**config.mk**
```make
export PLATFORM = sky130hd
export DESIGN_NAME = scroll_progress
export DESIGN_NICKNAME = d
export VERILOG_FILES = /design/src/rtl/game_pkg.sv /design/src/rtl/progress_thermo.sv /design/src/rtl/scroll_progress.sv
export SDC_FILE = /design/constraint.sdc
export NUM_CORES = 1
export LEC_CHECK = 0
export CAP_MARGIN = 30
export CELL_PAD_IN_SITES_DETAIL_PLACEMENT = 0
export CELL_PAD_IN_SITES_GLOBAL_PLACEMENT = 1
export CORE_MARGIN = 1
export CORE_UTILIZATION = 32
export CTS_BUF_LIST = sky130_fd_sc_hd__clkbuf_4 sky130_fd_sc_hd__clkbuf_8
export CTS_CLUSTER_SIZE = 30
export DETAILED_ROUTE_END_ITERATION = 6
export HOLD_SLACK_MARGIN = 0.08
export PLACE_DENSITY_LB_ADDON = 0.2
export SLEW_MARGIN = 10
export SYNTH_ARGS = -nofsm -noshare
export SYNTH_HDL_FRONTEND = slang
export SYNTH_SLANG_ARGS = --single-unit
```
**constraint.sdc**
```tcl
create_clock -name clk -period 3.3 [get_ports clk]
set_clock_uncertainty 0.15 [all_clocks]
set_input_delay 0.825 -clock clk [delete_from_list [all_inputs] [get_ports clk]]
set_output_delay 0.825 -clock clk [all_outputs]
set_load 0.02 [all_outputs]
```
**src/rtl/game_pkg.sv**
```systemverilog
// Shared game definitions: scroll state encoding, level/world limits and the
// screen codes exchanged with the game FSM.
package game_pkg;

    typedef enum logic [1:0] {
        StIdle   = 2'd0,
        StScroll = 2'd1,
        StDone   = 2'd2
    } scroll_state_t;

    localparam int unsigned LEVEL_MAX = 3;
    localparam int unsigned WORLD_MAX = 6;

    // Screen codes shared with the game FSM.
    localparam logic [2:0] ScreenBlank   = 3'd0;
    localparam logic [2:0] ScreenPlay    = 3'd1;
    localparam logic [2:0] ScreenLose    = 3'd2;
    localparam logic [2:0] ScreenWin     = 3'd3;
    localparam logic [2:0] ScreenLevelUp = 3'd4;
    localparam logic [2:0] ScreenWorldUp = 3'd5;

endpackage

```
**src/rtl/progress_thermo.sv**
```systemverilog
// Combinational 8-step thermometer of offset against target. Bit k is set once
// offset reaches ((k+1)*target)>>3. Multiplies by the small constants are built
// from shifted copies of target so no general multiplier is inferred.
module progress_thermo #(
    parameter int unsigned W = 12
) (
    input  logic [W-1:0] offset,
    input  logic [W-1:0] target,
    output logic [7:0]   thermo
);

    logic [W+3:0] t_ext;
    logic [W+3:0] o_ext;

    assign t_ext = (W+4)'(target);
    assign o_ext = (W+4)'(offset);

    for (genvar k = 0; k < 8; k++) begin : g_bit
        localparam logic [3:0] Mult = 4'(k + 1);
        logic [W+3:0] prod;

        // Shift-and-add of target by the constant k+1.
        assign prod = (Mult[0] ? t_ext        : '0) +
                      (Mult[1] ? (t_ext << 1) : '0) +
                      (Mult[2] ? (t_ext << 2) : '0) +
                      (Mult[3] ? (t_ext << 3) : '0);

        assign thermo[k] = (o_ext >= (prod >> 3));
    end

endmodule

```
**src/rtl/scroll_progress.sv**
```systemverilog
// Per-frame scroll offset generator. Advances at world-dependent speed toward a
// level-dependent length, then holds level_complete until the game FSM changes
// level/world or restarts.
// Optional: define SCROLL_PROGRESS_BAR_EN to add the 8-bit progress thermometer.
module scroll_progress
    import game_pkg::*;
#(
    parameter int unsigned OFFSET_W = 12,
    parameter int unsigned BASE_LEN = 1024,
    parameter int unsigned LEN_STEP = 256
) (
    input  logic                clk,
    input  logic                rst,
    input  logic                frame_tick,
    input  logic                scroll_en,
    input  logic                restart,
    input  logic [2:0]          level,
    input  logic [2:0]          world,
    output logic                level_complete,
    output logic [OFFSET_W-1:0] scroll_offset,
    output logic [3:0]          scroll_speed,
`ifdef SCROLL_PROGRESS_BAR_EN
    output logic [7:0]          progress,
`endif
    output logic                busy
);

    // The longest level (index 7) must fit in the offset width.
    if (64'(BASE_LEN) + 64'(7) * 64'(LEN_STEP) >= (64'd1 << OFFSET_W)) begin : g_len_check
        $error("scroll_progress: BASE_LEN + 7*LEN_STEP must be < 2**OFFSET_W");
    end

    scroll_state_t       state_q, state_d;
    logic [OFFSET_W-1:0] offset_q, offset_d;
    logic [2:0]          lvl_q, lvl_d;
    logic [2:0]          wld_q, wld_d;
    logic [OFFSET_W-1:0] target;
    logic [OFFSET_W:0]   sum;
    logic                changed;

    assign target       = OFFSET_W'(BASE_LEN + LEN_STEP * 32'(lvl_q));
    assign scroll_speed = {1'b0, world} + 4'd1;
    // One bit wider than the offset so the clamp compare cannot wrap.
    assign sum          = {1'b0, offset_q} + (OFFSET_W+1)'(scroll_speed);
    assign changed      = (level != lvl_q) || (world != wld_q);

    // State, offset and latched level/world registers.
    always_ff @(posedge clk or negedge rst) begin
        if (!rst) begin
            state_q  <= StIdle;
            offset_q <= '0;
            lvl_q    <= '0;
            wld_q    <= '0;
        end else begin
            state_q  <= state_d;
            offset_q <= offset_d;
            lvl_q    <= lvl_d;
            wld_q    <= wld_d;
        end
    end

    // Next state: restart beats a level/world change, which beats a tick.
    always_comb begin
        state_d  = state_q;
        offset_d = offset_q;
        lvl_d    = lvl_q;
        wld_d    = wld_q;
        if (restart) begin
            state_d  = StIdle;
            offset_d = '0;
            lvl_d    = level;
            wld_d    = world;
        end else begin
            unique case (state_q)
                StIdle: begin
                    offset_d = '0;
                    if (scroll_en) begin
                        state_d = StScroll;
                        lvl_d   = level;
                        wld_d   = world;
                    end
                end
                StScroll: begin
                    if (changed) begin
                        offset_d = '0;
                        lvl_d    = level;
                        wld_d    = world;
                    end else if (frame_tick && scroll_en) begin
                        if (sum >= {1'b0, target}) begin
                            offset_d = target;
                            state_d  = StDone;
                        end else begin
                            offset_d = sum[OFFSET_W-1:0];
                        end
                    end
                end
                StDone: begin
                    // A level/world change from the FSM is the acknowledge.
                    if (changed) begin
                        state_d  = StIdle;
                        offset_d = '0;
                    end
                end
                default: begin
                    state_d  = StIdle;
                    offset_d = '0;
                end
            endcase
        end
    end

    // Status outputs decode directly from registered state.
    always_comb begin
        scroll_offset  = offset_q;
        level_complete = (state_q == StDone);
        busy           = (state_q == StScroll);
    end

`ifdef SCROLL_PROGRESS_BAR_EN
    logic [7:0] thermo;

    progress_thermo #(
        .W(OFFSET_W)
    ) u_thermo (
        .offset(offset_q),
        .target(target),
        .thermo(thermo)
    );

    // Progress is forced full in DONE and empty in IDLE.
    always_comb begin
        progress = thermo;
        if (state_q == StDone) begin
            progress = 8'hFF;
        end else if (state_q == StIdle) begin
            progress = 8'h00;
        end
    end
`endif

endmodule

```
======== After elaboration in Yosys (flattened, before gate mapping) ========
Cells that the tools add are included.
operators by class
  add/sub/neg operators ................... 3
  multiply operators ...................... 0
  divide/modulo/power cells ............... 0
  order comparisons ....................... 1
  eq/ne operators ......................... 11
  shift-type cells ........................ 0
  mux-type cells .......................... 21
  bitwise gates (word level) .............. 0
  reductions and logical operators ........ 7
operator list
  operator                                                                  count
  12-bit 2-to-1 mux                                                         5
  12-bit case mux with 2 select lines                                       1
  3-bit 2-to-1 mux                                                          6
  12-bit by 4-bit adder with 13-bit output                                  1
  13-bit by 12-bit >= comparator with 1-bit output                          1
  11-bit by 11-bit adder with 12-bit output (first input constant)          1
  2-bit 2-to-1 mux                                                          6
  3-bit by 2-bit inequality test with 1-bit output (second input constant)  4
  3-bit case mux with 2 select lines                                        2
  3-bit inequality test                                                     2
  3-bit inequality test (second input constant)                             2
  2-bit case mux with 3 select lines                                        1
  5-bit AND reduction                                                       1
  3-bit by 1-bit adder with 4-bit output (second input constant)            1
  4-bit by 2-bit inequality test with 1-bit output (second input constant)  1
  3-bit AND reduction                                                       1
  3-bit nonzero test                                                        1
  2-bit by 1-bit == test with 1-bit output (second input constant)          1
  2-bit == test (second input constant)                                     1
  2-bit zero test                                                           1
  2-bit AND reduction                                                       1
  1-bit logical AND                                                         1
  1-bit logical OR                                                          1
storage, ports and cells
  register bits after elaboration ......... 20
  latch bits .............................. 0
  bits in writable memories ............... 0
  bits in read-only memories .............. 0
  memories kept ........................... 0

======== Logic depth before layout (Yosys ltp) ========
  depth after elaboration ................. 8
  depth in mapped cells ................... 14
  gate-level depth less buffers ........... 14

======== Worst setup path after synthesis ========
No wires, ideal clock.
  path type ............................... in2reg
  start point ............................. in world[0]
  end point ............................... reg offset_q[5], in the netlist scroll_offset[5]
  data arrival time ....................... 4164 ps
  required time ........................... 3083 ps
  path slack .............................. -1081 ps
  stages .................................. 13
  path buffers ............................ 0
  cell sequence ........................... ha_1 xor2_1 ha_1 nand3_1 o22a_1 nor3_1 xor2_1 ha_1 nor2b_1 a2111oi_1 nand2_1 o31ai_1 o31a_1
between the ends
  word-level cells in the longest chain between the ends .. 8
  elaborated cells on any way between the ends .. 13
RTL lines
  what                                              line                   source
  start: declaration                                scroll_progress.sv:18  input logic [2:0] world,
  3-bit by 1-bit adder with 4-bit output (*)        scroll_progress.sv:42  assign scroll_speed = {1'b0, world} + 4'd1;
  named net scroll_speed[2]                         scroll_progress.sv:21  output logic [3:0] scroll_speed,
  12-bit by 4-bit adder with 13-bit output (*)      scroll_progress.sv:44  assign sum = {1'b0, offset_q} + (OFFSET_W+1)'(scroll_speed);
  13-bit by 12-bit >= comparator with 1-bit output  scroll_progress.sv:89  if (sum >= {1'b0, target}) begin
  12-bit 2-to-1 mux (*)                             scroll_progress.sv:89
  12-bit 2-to-1 mux (*)                             scroll_progress.sv:88  end else if (frame_tick && scroll_en) begin
  12-bit 2-to-1 mux (*)                             scroll_progress.sv:84  if (changed) begin
  12-bit case mux with 2 select lines (*)           scroll_progress.sv:74  unique case (state_q)
  12-bit 2-to-1 mux (*)                             scroll_progress.sv:68  if (restart) begin
  end signal: assignment                            scroll_progress.sv:56  offset_q <= offset_d;
  end: declaration                                  scroll_progress.sv:34  logic [OFFSET_W-1:0] offset_q, offset_d;
Mark *: on every way through the listed nets, which the timed path passes. The rest lies on a longest branch. The select of a mux whose other input is x is not followed.
A chain may end at the register's enable or synchronous reset.

======== Worst setup path after layout ========
  start point ............................. in world[0]
  end point ............................... reg offset_q[4], in the netlist scroll_offset[4]
between the ends
  word-level cells in the longest chain between the ends .. 8
  elaborated cells on any way between the ends .. 13
RTL lines
  what                                              line
  3-bit by 1-bit adder with 4-bit output            scroll_progress.sv:42
  12-bit by 4-bit adder with 13-bit output          scroll_progress.sv:44
  13-bit by 12-bit >= comparator with 1-bit output  scroll_progress.sv:89
  12-bit 2-to-1 mux                                 scroll_progress.sv:89
  12-bit 2-to-1 mux                                 scroll_progress.sv:88
  12-bit 2-to-1 mux                                 scroll_progress.sv:84
  12-bit case mux with 2 select lines               scroll_progress.sv:74
  12-bit 2-to-1 mux                                 scroll_progress.sv:68
Several ways; a longest one is shown, not always the timed one. The select of a mux whose other input is x is not followed.

==> results_dict.tcl <==
set metrics [dict create \
    grt_max_degree 21 \
    grt_pass1_wl_microns 8050 \
    drt_iter0_markers 72 \
    die_h_microns 70.7 \
    totalWireLength_microns 4910 \
    cp.required_ns 3.32 \
    syn-num-nets 181 \
    die_w_microns 70.7 \
    p_total_uw 655 \
    synth_top_area_share_pct 33.1 \
    syn_area_sq_um 1510 \
    place_congestion 0.984 \
    yosys.area.top_type "dfrtp_1" \
    violations "DRC, setup timing" \
    worstPathArrival_ns 3.82 \
    synth_compound_area_share_pct 22.8 \
    num_rows 24 \
    leakage_uw 0.00112 \
    max_freq_ghz 0.263 \
    port_buffers 28 \
    die-area_sq_um 5000 \
    drv_cap 0 \
    slew_violations 0 \
    cts_sinks 20 \
    final-setup-viol-count 14 \
    clock_power_share_pct 39.8 \
    p_seq_share_pct 39.8 \
    p_int_uw 486 \
    holdBufCountCts 0 \
    yosysUniqueCellTypes 43 \
    clock_path_buffers 2 \
    drc 7 \
    core_area_sq_um 4440 \
    pin_count 29 \
    synthAdderAreaFrac_pct 8.77 \
    first_global_vias 1686 \
    root_buffer "clkbuf_8" \
    syn_to_final_growth_pct 73.0 \
    fill_cells 367 \
    r2r_setup_slack_ns -0.14 \
    h-tree-depth 1 \
    synth_area_leaders "dfrtp_1, ha_1, xnor2_1" \
    crit_fanout 5 \
    path_clk_slew_ns 0.09 \
    slew-limit-headroom_pct 63.9 \
    synth_edf_count 0 \
    viasPerCell 5.45 \
    synth-simple-area-share_pct 19.0 \
    netlist_instances 160 \
    start_util_pct 34.0 \
    power_density_nw_per_um2 251 \
    cp-end-kind "register" \
    synth_seq_cells 20 \
    hold_violations 0 \
    grt_setup_unrepaired "true" \
    comb_power_share_pct 20.5 \
    swShare_pct 25.9 \
    numCtsBuffers 3 \
    num_antenna_cells 0 \
    hold_class "register to register" \
    clk_latency_ns 0.27 \
    postSynthAreaPerCell_sq_um 9.45 \
    max-vdd-ir-drop_mv 0.186 \
    setup_slack_ns -0.506 \
    synth_warnings 0 \
    grt_overflow 0 \
    grt_use_total_pct 20.5 \
    synth-xor-area-share_pct 8.11 \
    antenna_found_initial 0 \
    tightest_slew_ns 0.535 \
    post-route-period-util_pct 115 \
    seq_area_frac_synth_pct 33.1 \
    period_minus_slack_ns 3.81 \
    antenna_left 0 \
    nets 268 \
    place_area_sq_um 2270 \
    critical_path_class "primary input to register" \
    ys.flop_type "dfrtp_1" \
    finalInstanceArea_sq_um 2620 \
    synth_top_family_by_area "compound AO/OA/AOI/OAI gates" \
    place_hpwl_microns 3620 \
    synthArstFlopShare_pct 100 \
    synthMuxAreaShare_pct 5.22 \
    vias 1625 \
    cts_tree "yes" \
    critPathLaunchType "primary input" \
    p_sw_uw 169 \
    layout-drive-gt1-share_pct 43.5 \
    run_status "finished with violations" \
    dr.pass1.iters 6 \
    wl_per_cell_microns 16.5 \
]
[path summary, 6_finish.rpt]
kind / startpoint / cells after the start / endpoint
setup / recovery: world[0] / 16 / scroll_offset[4]
hold / removal: wld_q[0] / 1 / wld_q[0]
setup reg to reg: scroll_offset[0] / 14 / scroll_offset[4]
hold reg to reg: wld_q[0] / 1 / wld_q[0]
max in group asynchronous: rst / 2 / scroll_offset[11]
min in group asynchronous: rst / 2 / scroll_offset[4]
[through the flow]
stage	TNS, ns	hold slack (ns)	setup slack (ns)	util [%]	instances
4_1_cts	-5.48	0.390	-0.532	55.7	290
3_3_place_gp	-14.65	0.358	-1.17	51.2	277
6_report	-6.36	0.384	-0.506	58.8	298
2_1_floorplan	-6.55	0.351	-0.589	-	160
3_5_place_dp	-16.21	0.368	-1.31	51.2	277
5_1_grt	-8.03	0.400	-0.633	58.8	298
[registers in the layout, indices dropped and copies added, names as in the netlist]
| signal | flops |
|---|---|
| lvl_q | 3 |
| scroll_offset | 12 |
| wld_q | 3 |
| state_q | 2 |
[cell families (layout without fill, tap and decap cells)]
group | after synthesis | after routing
AOI/OAI and AO/OA | 42 | 42
buffers and inverters | 10 | 96
DFF | 20 | 20
xor gates and xnor gates | 14 | 14
and+or+nand+nor | 57 | 57
muxes | 7 | 7
adders and majority gates | 10 | 10
[cells in the final DEF (no fill, tap or decap), types with 3 or more instances in the layout]
cell type	instances
nand2_1	10
nand2b_1	3
ha_4	3
clkbuf_8	3
buf_6	9
xor2_1	3
o31a_1	3
a22o_1	4
inv_1	7
a2111o_1	3
a21oi_1	4
dfrtp_1	20
nand3_1	5
buf_4	49
ha_1	6
xnor2_1	9
nand4_1	3
nor2_1	12
a21oi_4	3
nor3_2	4
clkdlybuf4s50_1	25
mux2_2	7
o31ai_2	4
[per-layer routing]
layer / share of wire [%] / global-route usage (%) / vias up
met3: 2.9 / 3.13 / 8
li1: - / - / 776
met2: 52 / 37.1 / 39
met4: 1.4 / 5.78 / 0
met1: 43 / 25.1 / 802
met5: 0 / 0 / -
[cells in the mapped netlist (all sizes together) (2+ instances only)]
cell type and n:
or3 2, and3 2, a2111o 3, o31a 3, clkbuf 2, o22a 2
dfrtp 20, xnor2 10, a211o 2, xor2 4, a22o 4, nand2 13
nor2b 2, nand2b 3, mux2 7, a21oi 9, nor2 13, a2111oi 3
ha 9, nand4 3, o21ai 5, nor3 7, o31ai 5, inv 7
nand3 8
[area by class of cell]
cell class / count / area (sq um) / share of cell area (%)
multi-input combinational: 130 / 1200 / 46.0
timing repair buffer: 85 / 749 / 28.7
sequential: 20 / 500 / 19.1
tap: 52 / 65.1 / 2.49
clock buffer: 3 / 41.3 / 1.58
clock inverter: 1 / 30.0 / 1.15
inverter: 7 / 26.3 / 1.00
[worst max-delay path, stage by stage]
cell       delay (ns)
buf_8            0.10
ha_4             0.16
xor2_4           0.16
ha_4             0.29
nand3_4          0.07
a21oi_4          0.15
nand4_1          0.16
xnor2_2          0.20
ha_1             0.33
nand3_2          0.10
a2111o_1         0.44
a2111oi_4        0.22
buf_4            0.17
buf_8            0.13
nor3_4           0.04
a211o_1          0.26
[power by group through the flow]
stage | sequential, uW | combinational [uW] | clock [uW]
6_report | 260 | 134 | 261
5_1_grt | 262 | 144 | 274
4_1_cts | 260 | 126 | 264
3_5_place_dp | 265 | 119 | 0
3_3_place_gp | 264 | 116 | 0
2_1_floorplan | 262 | 62.0 | 0
[what timing repair did]
| item | CTS | global route |
|---|---|---|
| resized for setup | 34 | 17 |
| buffers inserted | 10 | 8 |
| setup endpoints to repair | 16 | 14 |
| pin swaps | 27 | 13 |
(Power assumes the default switching activity.)
